--- config.mk ---
export PLATFORM = sky130hd
export DESIGN_NAME = mem_pipe_regs_flat
export DESIGN_NICKNAME = d
export VERILOG_FILES = /design/src/rtl/mem_pipe_regs_if.sv /design/src/rtl/mem_pipe_regs.sv /design/src/flat_wrapper.sv
export SDC_FILE = /design/constraint.sdc
export NUM_CORES = 1
export LEC_CHECK = 0
export ABC_AREA = 1
export CAP_MARGIN = 20
export CORE_UTILIZATION = 56
export DETAILED_ROUTE_END_ITERATION = 16
export DONT_BUFFER_PORTS = 1
export GPL_TIMING_DRIVEN = 0
export MAX_ROUTING_LAYER = met4
export PLACE_DENSITY = 0.83
export SETUP_SLACK_MARGIN = 0.4
export SLEW_MARGIN = 20
export SYNTH_ARGS = -nofsm -noshare
export SYNTH_HDL_FRONTEND = slang
export SYNTH_SLANG_ARGS = --single-unit
export TNS_END_PERCENT = 30
--- constraint.sdc ---
create_clock -name clk -period 0.8 [get_ports clk]
set_input_delay 0 -clock clk [delete_from_list [all_inputs] [get_ports clk]]
set_output_delay 0 -clock clk [all_outputs]
set_load 0.1 [all_outputs]
--- src/rtl/mem_pipe_regs_if.sv ---
// mem_pipe_regs_if: bundles the execute-stage results, the data-memory
// response and the EX/DM and DM/WB pipeline-register outputs.
// The master side is whoever drives the execute stage and data memory;
// the slave side is the pipeline-register block itself.
interface mem_pipe_regs_if #(
   parameter int DW = 16,
   parameter int RW = 3
);
   logic          Done_DM;
   logic [DW-1:0] EX_ALU;
   logic [DW-1:0] EX_PC;
   logic [DW-1:0] EX_RTData;
   logic          EX_MemWrt;
   logic          EX_MemRead;
   logic          EX_nHaltSig;
   logic          EX_RegWrt;
   logic          EX_err;
   logic [RW-1:0] EX_RD;
   logic [1:0]    EX_RegSrc;
   logic [DW-1:0] MEM_readData;
   logic          MMEM_err;

   logic [DW-1:0] EXDM_ALU;
   logic [DW-1:0] EXDM_PC;
   logic [DW-1:0] EXDM_RTData;
   logic          EXDM_MemWrt;
   logic          EXDM_MemRead;
   logic          EXDM_HaltSig;
   logic          EXDM_RegWrt;
   logic          EXDM_err;
   logic [RW-1:0] EXDM_RD;
   logic [1:0]    EXDM_RegSrc;

   logic [DW-1:0] DMWB_ALU;
   logic [DW-1:0] DMWB_PC;
   logic [DW-1:0] DMWB_readData;
   logic          DMWB_RegWrt;
   logic [RW-1:0] DMWB_RD;
   logic [1:0]    DMWB_RegSrc;
   logic          FWB_err;
   logic          DMWB_err;

   modport master (
      output Done_DM, EX_ALU, EX_PC, EX_RTData, EX_MemWrt, EX_MemRead,
             EX_nHaltSig, EX_RegWrt, EX_err, EX_RD, EX_RegSrc,
             MEM_readData, MMEM_err,
      input  EXDM_ALU, EXDM_PC, EXDM_RTData, EXDM_MemWrt, EXDM_MemRead,
             EXDM_HaltSig, EXDM_RegWrt, EXDM_err, EXDM_RD, EXDM_RegSrc,
             DMWB_ALU, DMWB_PC, DMWB_readData, DMWB_RegWrt, DMWB_RD,
             DMWB_RegSrc, FWB_err, DMWB_err
   );

   modport slave (
      input  Done_DM, EX_ALU, EX_PC, EX_RTData, EX_MemWrt, EX_MemRead,
             EX_nHaltSig, EX_RegWrt, EX_err, EX_RD, EX_RegSrc,
             MEM_readData, MMEM_err,
      output EXDM_ALU, EXDM_PC, EXDM_RTData, EXDM_MemWrt, EXDM_MemRead,
             EXDM_HaltSig, EXDM_RegWrt, EXDM_err, EXDM_RD, EXDM_RegSrc,
             DMWB_ALU, DMWB_PC, DMWB_readData, DMWB_RegWrt, DMWB_RD,
             DMWB_RegSrc, FWB_err, DMWB_err
   );
endinterface

--- src/rtl/mem_pipe_regs.sv ---
// mem_pipe_regs: EX/DM and DM/WB pipeline registers of the 16-bit core.
// Both stages advance together when the data memory reports Done_DM=1 and
// freeze otherwise. Every output comes straight from a flop.
// Optional feature macro: MEMWB_BUBBLE_EN -- when defined, a stalled edge
// clears DMWB_RegWrt and DMWB_err so a frozen writeback entry is not
// written back (or flagged) more than once.
module mem_pipe_regs #(
   parameter int DW = 16,
   parameter int RW = 3
) (
   input  logic               clk,
   input  logic               rst,
   mem_pipe_regs_if.slave     bus
);

   logic [DW-1:0] r_exdmAlu;
   logic [DW-1:0] r_exdmPc;
   logic [DW-1:0] r_exdmRtData;
   logic          r_exdmMemWrt;
   logic          r_exdmMemRead;
   logic          r_exdmHaltSig;
   logic          r_exdmRegWrt;
   logic          r_exdmErr;
   logic [RW-1:0] r_exdmRd;
   logic [1:0]    r_exdmRegSrc;

   logic [DW-1:0] r_dmwbAlu;
   logic [DW-1:0] r_dmwbPc;
   logic [DW-1:0] r_dmwbReadData;
   logic          r_dmwbRegWrt;
   logic [RW-1:0] r_dmwbRd;
   logic [1:0]    r_dmwbRegSrc;
   logic          r_fwbErr;
   logic          r_dmwbErr;

   // Reset clears both stages to a bubble; otherwise both stages shift
   // together on Done_DM and hold (optionally dropping writeback) when stalled.
   always_ff @(posedge clk) begin
      if (rst) begin
         r_exdmAlu      <= '0;
         r_exdmPc       <= '0;
         r_exdmRtData   <= '0;
         r_exdmMemWrt   <= 1'b0;
         r_exdmMemRead  <= 1'b0;
         r_exdmHaltSig  <= 1'b0;
         r_exdmRegWrt   <= 1'b0;
         r_exdmErr      <= 1'b0;
         r_exdmRd       <= '0;
         r_exdmRegSrc   <= 2'b00;
         r_dmwbAlu      <= '0;
         r_dmwbPc       <= '0;
         r_dmwbReadData <= '0;
         r_dmwbRegWrt   <= 1'b0;
         r_dmwbRd       <= '0;
         r_dmwbRegSrc   <= 2'b00;
         r_fwbErr       <= 1'b0;
         r_dmwbErr      <= 1'b0;
      end else if (bus.Done_DM) begin
         r_exdmAlu      <= bus.EX_ALU;
         r_exdmPc       <= bus.EX_PC;
         r_exdmRtData   <= bus.EX_RTData;
         r_exdmMemWrt   <= bus.EX_MemWrt;
         r_exdmMemRead  <= bus.EX_MemRead;
         r_exdmHaltSig  <= bus.EX_nHaltSig;
         r_exdmRegWrt   <= bus.EX_RegWrt;
         r_exdmErr      <= bus.EX_err;
         r_exdmRd       <= bus.EX_RD;
         r_exdmRegSrc   <= bus.EX_RegSrc;
         r_dmwbAlu      <= r_exdmAlu;
         r_dmwbPc       <= r_exdmPc;
         r_dmwbReadData <= bus.MEM_readData;
         r_dmwbRegWrt   <= r_exdmRegWrt;
         r_dmwbRd       <= r_exdmRd;
         r_dmwbRegSrc   <= r_exdmRegSrc;
         r_fwbErr       <= r_exdmErr;
         r_dmwbErr      <= bus.MMEM_err;
      end
`ifdef MEMWB_BUBBLE_EN
      else begin
         r_dmwbRegWrt   <= 1'b0;
         r_dmwbErr      <= 1'b0;
      end
`else
`endif
   end

   assign bus.EXDM_ALU      = r_exdmAlu;
   assign bus.EXDM_PC       = r_exdmPc;
   assign bus.EXDM_RTData   = r_exdmRtData;
   assign bus.EXDM_MemWrt   = r_exdmMemWrt;
   assign bus.EXDM_MemRead  = r_exdmMemRead;
   assign bus.EXDM_HaltSig  = r_exdmHaltSig;
   assign bus.EXDM_RegWrt   = r_exdmRegWrt;
   assign bus.EXDM_err      = r_exdmErr;
   assign bus.EXDM_RD       = r_exdmRd;
   assign bus.EXDM_RegSrc   = r_exdmRegSrc;
   assign bus.DMWB_ALU      = r_dmwbAlu;
   assign bus.DMWB_PC       = r_dmwbPc;
   assign bus.DMWB_readData = r_dmwbReadData;
   assign bus.DMWB_RegWrt   = r_dmwbRegWrt;
   assign bus.DMWB_RD       = r_dmwbRd;
   assign bus.DMWB_RegSrc   = r_dmwbRegSrc;
   assign bus.FWB_err       = r_fwbErr;
   assign bus.DMWB_err      = r_dmwbErr;

endmodule

--- src/flat_wrapper.sv ---
// flat-port wrapper written by rule: the top's interface ports become plain ports
module mem_pipe_regs_flat 
#(
   parameter int DW = 16,
   parameter int RW = 3
)
  (clk, rst, bus_Done_DM, bus_EX_ALU, bus_EX_PC, bus_EX_RTData, bus_EX_MemWrt, bus_EX_MemRead, bus_EX_nHaltSig, bus_EX_RegWrt, bus_EX_err, bus_EX_RD, bus_EX_RegSrc, bus_MEM_readData, bus_MMEM_err, bus_EXDM_ALU, bus_EXDM_PC, bus_EXDM_RTData, bus_EXDM_MemWrt, bus_EXDM_MemRead, bus_EXDM_HaltSig, bus_EXDM_RegWrt, bus_EXDM_err, bus_EXDM_RD, bus_EXDM_RegSrc, bus_DMWB_ALU, bus_DMWB_PC, bus_DMWB_readData, bus_DMWB_RegWrt, bus_DMWB_RD, bus_DMWB_RegSrc, bus_FWB_err, bus_DMWB_err);
  mem_pipe_regs_if #(.DW(DW), .RW(RW)) bus_i ();
  input  logic clk;
  input  logic rst;
  input wire logic [$bits(bus_i.Done_DM)-1:0] bus_Done_DM;
  input wire logic [$bits(bus_i.EX_ALU)-1:0] bus_EX_ALU;
  input wire logic [$bits(bus_i.EX_PC)-1:0] bus_EX_PC;
  input wire logic [$bits(bus_i.EX_RTData)-1:0] bus_EX_RTData;
  input wire logic [$bits(bus_i.EX_MemWrt)-1:0] bus_EX_MemWrt;
  input wire logic [$bits(bus_i.EX_MemRead)-1:0] bus_EX_MemRead;
  input wire logic [$bits(bus_i.EX_nHaltSig)-1:0] bus_EX_nHaltSig;
  input wire logic [$bits(bus_i.EX_RegWrt)-1:0] bus_EX_RegWrt;
  input wire logic [$bits(bus_i.EX_err)-1:0] bus_EX_err;
  input wire logic [$bits(bus_i.EX_RD)-1:0] bus_EX_RD;
  input wire logic [$bits(bus_i.EX_RegSrc)-1:0] bus_EX_RegSrc;
  input wire logic [$bits(bus_i.MEM_readData)-1:0] bus_MEM_readData;
  input wire logic [$bits(bus_i.MMEM_err)-1:0] bus_MMEM_err;
  output wire logic [$bits(bus_i.EXDM_ALU)-1:0] bus_EXDM_ALU;
  output wire logic [$bits(bus_i.EXDM_PC)-1:0] bus_EXDM_PC;
  output wire logic [$bits(bus_i.EXDM_RTData)-1:0] bus_EXDM_RTData;
  output wire logic [$bits(bus_i.EXDM_MemWrt)-1:0] bus_EXDM_MemWrt;
  output wire logic [$bits(bus_i.EXDM_MemRead)-1:0] bus_EXDM_MemRead;
  output wire logic [$bits(bus_i.EXDM_HaltSig)-1:0] bus_EXDM_HaltSig;
  output wire logic [$bits(bus_i.EXDM_RegWrt)-1:0] bus_EXDM_RegWrt;
  output wire logic [$bits(bus_i.EXDM_err)-1:0] bus_EXDM_err;
  output wire logic [$bits(bus_i.EXDM_RD)-1:0] bus_EXDM_RD;
  output wire logic [$bits(bus_i.EXDM_RegSrc)-1:0] bus_EXDM_RegSrc;
  output wire logic [$bits(bus_i.DMWB_ALU)-1:0] bus_DMWB_ALU;
  output wire logic [$bits(bus_i.DMWB_PC)-1:0] bus_DMWB_PC;
  output wire logic [$bits(bus_i.DMWB_readData)-1:0] bus_DMWB_readData;
  output wire logic [$bits(bus_i.DMWB_RegWrt)-1:0] bus_DMWB_RegWrt;
  output wire logic [$bits(bus_i.DMWB_RD)-1:0] bus_DMWB_RD;
  output wire logic [$bits(bus_i.DMWB_RegSrc)-1:0] bus_DMWB_RegSrc;
  output wire logic [$bits(bus_i.FWB_err)-1:0] bus_FWB_err;
  output wire logic [$bits(bus_i.DMWB_err)-1:0] bus_DMWB_err;
  assign bus_i.Done_DM = bus_Done_DM;
  assign bus_i.EX_ALU = bus_EX_ALU;
  assign bus_i.EX_PC = bus_EX_PC;
  assign bus_i.EX_RTData = bus_EX_RTData;
  assign bus_i.EX_MemWrt = bus_EX_MemWrt;
  assign bus_i.EX_MemRead = bus_EX_MemRead;
  assign bus_i.EX_nHaltSig = bus_EX_nHaltSig;
  assign bus_i.EX_RegWrt = bus_EX_RegWrt;
  assign bus_i.EX_err = bus_EX_err;
  assign bus_i.EX_RD = bus_EX_RD;
  assign bus_i.EX_RegSrc = bus_EX_RegSrc;
  assign bus_i.MEM_readData = bus_MEM_readData;
  assign bus_i.MMEM_err = bus_MMEM_err;
  assign bus_EXDM_ALU = bus_i.EXDM_ALU;
  assign bus_EXDM_PC = bus_i.EXDM_PC;
  assign bus_EXDM_RTData = bus_i.EXDM_RTData;
  assign bus_EXDM_MemWrt = bus_i.EXDM_MemWrt;
  assign bus_EXDM_MemRead = bus_i.EXDM_MemRead;
  assign bus_EXDM_HaltSig = bus_i.EXDM_HaltSig;
  assign bus_EXDM_RegWrt = bus_i.EXDM_RegWrt;
  assign bus_EXDM_err = bus_i.EXDM_err;
  assign bus_EXDM_RD = bus_i.EXDM_RD;
  assign bus_EXDM_RegSrc = bus_i.EXDM_RegSrc;
  assign bus_DMWB_ALU = bus_i.DMWB_ALU;
  assign bus_DMWB_PC = bus_i.DMWB_PC;
  assign bus_DMWB_readData = bus_i.DMWB_readData;
  assign bus_DMWB_RegWrt = bus_i.DMWB_RegWrt;
  assign bus_DMWB_RD = bus_i.DMWB_RD;
  assign bus_DMWB_RegSrc = bus_i.DMWB_RegSrc;
  assign bus_FWB_err = bus_i.FWB_err;
  assign bus_DMWB_err = bus_i.DMWB_err;
  mem_pipe_regs #(.DW(DW), .RW(RW)) u_core (.clk(clk), .rst(rst), .bus(bus_i));
endmodule
==> results_dict.tcl <==
set metrics [dict create \
    status "finished, violations left" \
    violations "hold timing, setup timing" \
    cts_buffers 17 \
    firstDrtPassIters 5 \
    die-height_um 93.2 \
    track_usage_pct 33.7 \
    synth_seq_cells 114 \
    cts_root_buffer "clkbuf_8" \
    drive_above_1_share_pct 31.0 \
    clkSinkCount 114 \
    first_global_vias 4701 \
    synthTopCellsByCount "nand2_1, nor2_1, dfxtp_1, inv_1, buf_4" \
    yosysTopAreaCell "dfxtp_1" \
    hold_buffers 75 \
    synth.distinct_cells 8 \
    cp_max_fo 3 \
    cts_htree_levels 4 \
    synthArstFlopShare_pct 0 \
    grt_pass1_wl_um 21700 \
    crit_arrival_ns 1.06 \
    irDropWorstVdd_mv 1.66 \
    hold_ws_ns -0.176 \
    pin_count 192 \
    worst_setup_path_end_kind "output port" \
    swShare_pct 36.8 \
    synthCells 722 \
    rsz0062_at_grt "true" \
    clock_latency_ns 0.51 \
    final_nets 894 \
    worst_pin_slew_ns 0.459 \
    synthToLayoutAreaGrowth_pct 42.5 \
    clk_pin_slew_ns 0.06 \
    die_area_um2 8690 \
    clock_path_buffers 2 \
    gp_congestion 0.783 \
    nFillCells 422 \
    clock_skew_ns 0.00706 \
    worst-endpoint-required_ns 0.80 \
    via_per_inst 5.01 \
    pwr-share-comb_pct 9.1 \
    slew_violations 0 \
    synth_fp_nets 800 \
    finalCritPeriodShare_pct 133 \
    fp.dieW_um 93.2 \
    power_density_nw_per_um2 2720 \
    cp-start-kind "flop" \
    hold-path-cell-count 4 \
    route.detailed.drc 0 \
    post_drt_wl_per_cell_um 15.2 \
    maxCapViolCount 0 \
    postLayoutCoreUtil_pct 84.2 \
    num_antenna_cells 0 \
    p_leak_nw 3.32 \
    seq_power_share_pct 50.9 \
    rows 32 \
    critPathKind "reg -> out" \
    fp.coreArea_um2 7890 \
    initial_core_util_pct 59.1 \
    ant_nets 0 \
    synth_area_per_cell_um2 6.45 \
    p_clk_share_pct 40.0 \
    cts_tree "done" \
    internal_power_mw 11.4 \
    relSlewSlack_pct 69.4 \
    post_cts_buffers 0 \
    hp-class "in -> reg" \
    dp_hpwl_um 7830 \
    synth_area_leaders "dfxtp_1, nand2_1, nor2_1" \
    hold_viol 39 \
    finalWorstPathRequiredPeriod_ns 1.06 \
    vias 4663 \
    drtIter0Drc 234 \
    finalWirelength_um 14200 \
    fmax_mhz 942 \
    synth_edf_count 0 \
    synth_top_area_share_pct 49.0 \
    finalSetupViolations 167 \
    p_sw_mw 6.63 \
    power_mw 18.0 \
    yosysSeqAreaShare_pct 49.0 \
    synth_area_um2 4660 \
    setup_ws_ns -0.262 \
    critical_path_depth 0 \
    r2r_slack_ns -0.11 \
    synth_ff_type "dfxtp_1" \
    port_buffers 0 \
    grt_overflow_total 0 \
    antenna_found_initial 0 \
    grt_max_degree 17 \
    r2r_cells 4 \
    ys_warn_count 0 \
]
[worst paths after layout]
check                                           start                             endpoint
setup / recovery  u_core.bus.EXDM_PC[14]$_SDFFE_PP0P_                      bus_EXDM_PC[14]
hold / removal                            bus_Done_DM  u_core.bus.EXDM_PC[15]$_SDFFE_PP0P_
setup reg to reg  u_core.bus.EXDM_ALU[5]$_SDFFE_PP0P_  u_core.bus.DMWB_ALU[5]$_SDFFE_PP0P_
hold reg to reg    u_core.bus.EXDM_PC[8]$_SDFFE_PP0P_   u_core.bus.EXDM_PC[8]$_SDFFE_PP0P_
[placed cells by master (no fill, tap or decap), drive strengths merged]
| cell | n |
|---|---|
| nand2 | 228 |
| buf | 32 |
| clkbuf | 24 |
| inv | 115 |
| clkinvlp | 2 |
| dfxtp | 114 |
| dlygate4sd3 | 75 |
| clkinv | 7 |
| bufinv | 3 |
| nor2 | 228 |
[metal layers]
metal / vias up / routed length (µm) / GRT usage (%)
met5: - / 0 / -
met4: 0 / 523 / 17.9
met3: 58 / 1160 / 11.5
met2: 229 / 7430 / 59.2
met1: 2132 / 5040 / 32.8
li1: 2244 / - / -
[worst reg2reg max path, cell delays in order, from the launching register on]
cell	delay, ns
dfxtp_4	0.55
inv_2	0.05
nand2_1	0.09
nand2_1	0.07
nor2_1	0.09
[timing repair]
action	in CTS	in global routing
hold endpoints to repair	82	13
setup endpoints to repair	228	228
pin swaps	93	19
cloned	0	0
resized for setup	2	42
[final cells by class]
cell class                      count  area (µm²)  share of cell area [%]
Sequential cell                   114        2710                    40.8
Clock inverter                     12         141                    2.13
Inverter                          115         432                    6.50
Tap cell                          102         128                    1.92
Multi-Input combinational cell    456        1820                    27.4
Clock buffer                       19         422                    6.35
Buffer                             37         234                    3.52
Timing Repair Buffer               75         751                    11.3
[cell families after synthesis]
logic type / share of synthesized area, %
flip-flops: 49.0
AND/OR/NAND/NOR: 36.7
buffers and inverters: 14.3
[stage by stage]
stage | cell area, µm² | cells | setup TNS (ns) | worst slack (ns) | hold slack, ns
floorplan | 5090 | 722 | 0 | 0.00808 | 0.179
CTS | 6530 | 930 | -31.74 | -0.280 | -0.194
finish | 6640 | 930 | -30.91 | -0.262 | -0.176
global placement | 5220 | 824 | -0.310 | -0.0276 | 0.179
detailed placement | 5220 | 824 | -1.13 | -0.0679 | 0.187
global route | 6640 | 930 | -37.46 | -0.297 | -0.177
[flip-flops by register name (all words and copies together), names as in the netlist, 2 cells and up]
name,flops
u_core.bus.EXDM_ALU,16
u_core.bus.EXDM_PC,16
u_core.bus.EXDM_RegSrc,2
u_core.bus.DMWB_RegSrc,2
u_core.bus.EXDM_RTData,16
u_core.bus.DMWB_PC,16
u_core.bus.DMWB_readData,16
u_core.bus.EXDM_RD,3
u_core.bus.DMWB_RD,3
u_core.bus.DMWB_ALU,16
[power by group through the flow]
stage	combinational, mW	clock [mW]	sequential (mW)
finish	1.64	7.21	9.19
global route	1.83	7.55	9.24
global placement	1.12	0	9.26
floorplan	0.966	0	9.17
CTS	1.50	7.22	9.16
detailed placement	1.18	0	9.28
Power figures use the tool's default switching activity.
